**src/rtl/mem_port_arbiter.sv**
```systemverilog
// Arbitrates the single AXI-bridge memory port between instruction fetch and load/store.
// One transaction at a time; attributes are registered at grant and held until the bridge answers.
module mem_port_arbiter #(
    parameter int STARVE_LIMIT  = 4,
    parameter bit CONFREG_REMAP = 1'b1
) (
    input  logic        clk,
    input  logic        resetn,
    input  logic        flush,
    input  logic        i_req,
    input  logic [31:0] i_addr,
    output logic        i_ready,
    output logic [31:0] i_rdata,
    input  logic        d_req,
    input  logic        d_write,
    input  logic [1:0]  d_size,
    input  logic [3:0]  d_sel,
    input  logic [31:0] d_addr,
    input  logic [31:0] d_wdata,
    output logic        d_ready,
    output logic [31:0] d_rdata,
    output logic        stall_req,
    output logic        mem_access,
    output logic        mem_write,
    output logic [1:0]  mem_size,
    output logic [3:0]  mem_sel,
    output logic [31:0] mem_addr,
    output logic [31:0] mem_st_data,
    input  logic        mem_ready,
    input  logic [31:0] mem_rdata
);

    typedef enum logic [1:0] {IDLE, INST, DATA, DRAIN} state_t;

    localparam int            CW    = (STARVE_LIMIT < 1) ? 1 : $clog2(STARVE_LIMIT + 1);
    localparam logic [CW-1:0] LIMIT = CW'(STARVE_LIMIT);

    state_t        state, state_nxt;
    logic [CW-1:0] starve_cnt, starve_nxt;
    logic          grant_i, grant_d;
    logic [31:0]   d_addr_mapped;

    // The confreg window is reached through its physical alias; fetches are never remapped.
    assign d_addr_mapped = (CONFREG_REMAP && d_addr[31:16] == 16'hbfaf)
                         ? {16'h1faf, d_addr[15:0]} : d_addr;

    // NOTE: sequential state uses non-blocking assignments so every flop samples pre-edge values.
    always_ff @(posedge clk or negedge resetn) begin
        if (!resetn) begin
            state      <= IDLE;
            starve_cnt <= '0;
        end else begin
            state      <= state_nxt;
            starve_cnt <= starve_nxt;
        end
    end

    // NOTE: every combinational output gets a default first so no latch is inferred.
    always_comb begin
        state_nxt = state;
        grant_i   = 1'b0;
        grant_d   = 1'b0;
        unique case (state)
            IDLE: begin
                if (!flush) begin
                    if (d_req && !(i_req && starve_cnt == LIMIT)) begin
                        grant_d   = 1'b1;
                        state_nxt = DATA;
                    end else if (i_req) begin
                        grant_i   = 1'b1;
                        state_nxt = INST;
                    end
                end
            end
            INST, DATA: begin
                if (mem_ready)  state_nxt = IDLE;
                else if (flush) state_nxt = DRAIN;
            end
            DRAIN: begin
                if (mem_ready) state_nxt = IDLE;
            end
            default: state_nxt = IDLE;
        endcase
    end

    // Fetch fairness: counts data grants that overtook a waiting fetch.
    always_comb begin
        starve_nxt = starve_cnt;
        if (state == IDLE) begin
            if (grant_i)
                starve_nxt = '0;
            else if (grant_d && i_req)
                starve_nxt = (starve_cnt == LIMIT) ? starve_cnt : starve_cnt + 1'b1;
            else if (!i_req)
                starve_nxt = '0;
        end
    end

    always_comb begin
        i_ready   = (state == INST) && mem_ready && !flush;
        d_ready   = (state == DATA) && mem_ready && !flush;
        i_rdata   = mem_rdata;
        d_rdata   = mem_rdata;
        stall_req = (state == DRAIN) || (i_req && !i_ready) || (d_req && !d_ready);
    end

    // Attributes stay at their last value after completion; only mem_access drops.
    always_ff @(posedge clk or negedge resetn) begin
        if (!resetn) begin
            mem_access  <= 1'b0;
            mem_write   <= 1'b0;
            mem_size    <= 2'b00;
            mem_sel     <= 4'b0000;
            mem_addr    <= 32'h0;
            mem_st_data <= 32'h0;
        end else if (grant_i) begin
            mem_access  <= 1'b1;
            mem_write   <= 1'b0;
            mem_size    <= 2'b10;
            mem_sel     <= 4'b1111;
            mem_addr    <= i_addr;
            mem_st_data <= 32'h0;
        end else if (grant_d) begin
            mem_access  <= 1'b1;
            mem_write   <= d_write;
            mem_size    <= d_size;
            mem_sel     <= d_sel;
            mem_addr    <= d_addr_mapped;
            mem_st_data <= d_wdata;
        end else if (state != IDLE && mem_ready) begin
            mem_access  <= 1'b0;
        end
    end

endmodule
```
**config.mk**
```make
export PLATFORM = sky130hd
export DESIGN_NAME = mem_port_arbiter
export DESIGN_NICKNAME = d
export VERILOG_FILES = /design/src/rtl/mem_port_arbiter.sv
export SDC_FILE = /design/constraint.sdc
export NUM_CORES = 1
export LEC_CHECK = 0
export BUFFER_PORTS_ARGS = -buffer_cell sky130_fd_sc_hd__clkbuf_2
export CAP_MARGIN = 30
export CORE_MARGIN = 2
export CORE_UTILIZATION = 30
export DETAILED_ROUTE_END_ITERATION = 10
export PLACE_DENSITY = 0.68
export SKIP_CTS_REPAIR_TIMING = 1
export SLEW_MARGIN = 20
export SYNTH_ARGS = -nofsm -noshare
export SYNTH_HDL_FRONTEND = slang
export SYNTH_SLANG_ARGS = --single-unit
```
**constraint.sdc**
```tcl
create_clock -name clk -period 2.8 [get_ports clk]
set_input_delay 0.56 -clock clk [delete_from_list [all_inputs] [get_ports clk]]
set_output_delay 0.56 -clock clk [all_outputs]
set_load 0.03 [all_outputs]
```
==> results.cfg <==
[status]
status = finished clean

[synth]
synthFlopType = dfrtp_1
synth.top_cell.area_share_pct = 51.4
syn-mean-instance-area_sq_um = 10.4
synth_seq_cells = 77
yosysUniqueCellTypes = 30
synth_edf_count = 0
ys_seq_area_share_pct = 51.4
synthTopCellsByArea = dfrtp_1 (51%), buf_4 (13%), a22o_1 (8.2%)
syn-num-nets = 509
synthCells = 362
yosysTopAreaCell = dfrtp_1
syn_area_sq_um = 3750
yosys_warnings = 0
synth_most_common_cell = dfrtp_1
async_reset_ff_share_pct = 100
synthTopCellsByCount = dfrtp_1 (77), buf_4 (66), nand2_1 (57)

[sta]
setup_viol = 0
fin_skew_ns = 0.00552
max_slew_margin_pct = 57.9
fmax_mhz = 473
post-route-period-util_pct = 75.6
worst_pin_slew_ns = 0.630
rsz0062_at_grt = no
finalHoldViolCount = 0
totalNegativeSetupSlack_ns = 0
min_period_ns = 2.12
maxSlewViolCount = 0

[pwr]
p_per_area_nw_per_um2 = 1200
p_clk_share_pct = 20.6
sw_frac_of_total_pct = 43.9
power.switching_mw = 2.43
ir_drop_v = 0.000468
power.leakage_nw = 2.52
finalPower_mw = 5.54
pwr-share-comb_pct = 45.0
p_int_mw = 3.10
p_seq_share_pct = 34.3

[critical_path]
crit_fanout = 3
cp-start-kind = flop
required_ns = 2.24
end_kind = output pin
path_class = reg -> out
critical_path_arrival_ns = 1.56

[routing]
vias = 3001
routed_wl_microns = 9740
via_per_inst = 4.62
post_drt_wl_per_cell_microns = 15.0
route.detailed.drc = 0
drtIter0Drc = 119
dr.pass1.iters = 4
ant_nets = 0

[floorplanning]
initial_utilization_pct = 31.0
die_w_microns = 116
ios = 280
rows = 40
core_area_sq_um = 12100
die_h_microns = 116
dieArea_sq_um = 13400

[global_routing]
antenna_found_initial = 0
grt_pass1_wl_microns = 13800
grt_pass1_vias = 2748
grt_max_degree = 78
grt_usage_pct = 13.3
grt-ovfl-total = 0

[place]
gp_congestion = 0.769
dp_hpwl_microns = 7560
port_buffers = 183

[min_path]
hold_class = in -> async

[clock_network]
cts_buffers = 9
cts.path.max_buffers = 2
cts_tree = built
clkTransAtPathRegs_ns = 0.06
cts.sinks = 77
htreeDepth = 3
clkLatencyLatePin_ns = 0.32
root_buffer = clkbuf_16

[final_layout]
syn_to_final_growth_pct = 23.4
diodes = 0
nNetsFinal = 624
layout-drive-gt1-share_pct = 43.8

[job]
maxCapViolCount = 0
==> area by class of cell <==
cell class                      instances  area [sq um]
Clock inverter                          7          75.1
Multi-Input combinational cell        190          1180
Clock buffer                            9           225
Timing Repair Buffer                  189           976
Sequential cell                        77          1930
Fill cell                            1200          7480
Inverter                               10          37.5
Tap cell                              168           210
==> flip-flops by register name (all words and copies together) (netlist names) <==
signal and count:
mem_sel 4, mem_access 1, mem_addr 32, state 2, starve_cnt 3, mem_st_data 32, mem_write 1, mem_size 2
==> worst max-delay path: stages, from the launching register on <==
cell and delay [ns]:
dfrtp_1 0.38, inv_1 0.09, ha_1 0.21, and3_1 0.15
o221ai_1 0.17, clkbuf_2 0.23
==> per-stage QoR <==
step                cells  utilization [%]  hold WS [ns]  area, sq um  setup slack [ns]
finish                650             38.2         0.182         4630             0.684
global route          650             38.2         0.206         4630             0.510
CTS                   649             38.1         0.428         4610             0.671
detailed placement    633             35.6         0.462         4310             0.757
global placement      633             35.6         0.456         4310             0.898
floorplan             362                -         0.264         3750             0.781
==> layer usage <==
metal	part of all wire, %	global-route usage, %	wire length [microns]	up-vias
met5	0	0	0	-
met4	1.0	3.97	98	0
met3	8.9	4.45	869	11
met2	51	23.0	4940	156
met1	39	15.8	3830	1411
li1	-	-	-	1423
==> path summary, 6_finish.rpt <==
kind,slack (ns),to,startpoint,cells past startpoint
max reg2reg,0.72,mem_sel[3]$_DFFE_PN0P_,state[0]$_DFFE_PN0P_,6
min in group clk,0.44,mem_addr[20]$_DFFE_PN0P_,d_addr[20],3
min,0.18,mem_addr[15]$_DFFE_PN0P_,resetn,1
max,0.68,stall_req,state[0]$_DFFE_PN0P_,5
max in group asynchronous,2.04,state[0]$_DFFE_PN0P_,resetn,2
min reg2reg,0.48,mem_addr[19]$_DFFE_PN0P_,mem_addr[19]$_DFFE_PN0P_,2
==> cells by family (layout without fill, tap and decap cells) <==
family | count (synthesis) | in the layout | share of synthesized area, %
buffers and inverters | 95 | 215 | 17.3
AO/OA/AOI/OAI | 98 | 98 | 19.1
flip-flops | 77 | 77 | 51.4
adder cells (fa/ha/maj) | 6 | 6 | 2.00
AND/OR/NAND/NOR | 84 | 84 | 9.74
multiplexers | 2 | 2 | 0.534
==> cell usage in the layout, fill, tap and decap left out <==
cell,synthesis,layout
dfrtp_1,77,77
a31o_2,2,2
o22a_1,5,5
and2b_4,1,1
nand4_1,2,2
nor2_1,10,10
nor4_1,1,1
a21o_1,1,1
a21bo_1,1,1
nand2_2,0,1
nand2_1,57,56
clkinv_4,0,1
clkbuf_2,2,182
nor3b_1,1,1
buf_4,66,6
clkinv_2,0,1
a21oi_1,24,24
a22o_1,35,35
o21ai_0,6,6
bufinv_16,0,1
nand3_1,4,4
inv_6,0,1
o221ai_1,1,1
or4bb_1,1,1
a22oi_1,22,22
a31oi_1,1,1
buf_12,0,1
clkbuf_16,0,9
inv_1,10,10
nand4b_1,1,1
clkinvlp_4,0,3
mux2i_1,2,2
and3_1,5,4
ha_1,6,6
and3_2,0,1
or2_2,1,1
==> power by group through the flow <==
stage | sequential [mW] | combinational, mW | clock [mW]
after floorplan | 2.84 | 0.957 | 0
after global placement | 1.91 | 2.48 | 0
after detailed placement | 1.91 | 2.53 | 0
after CTS | 1.91 | 2.52 | 1.19
after global routing | 1.96 | 2.68 | 1.24
final | 1.90 | 2.49 | 1.14
Note: power is estimated with default switching activity, not from simulation.
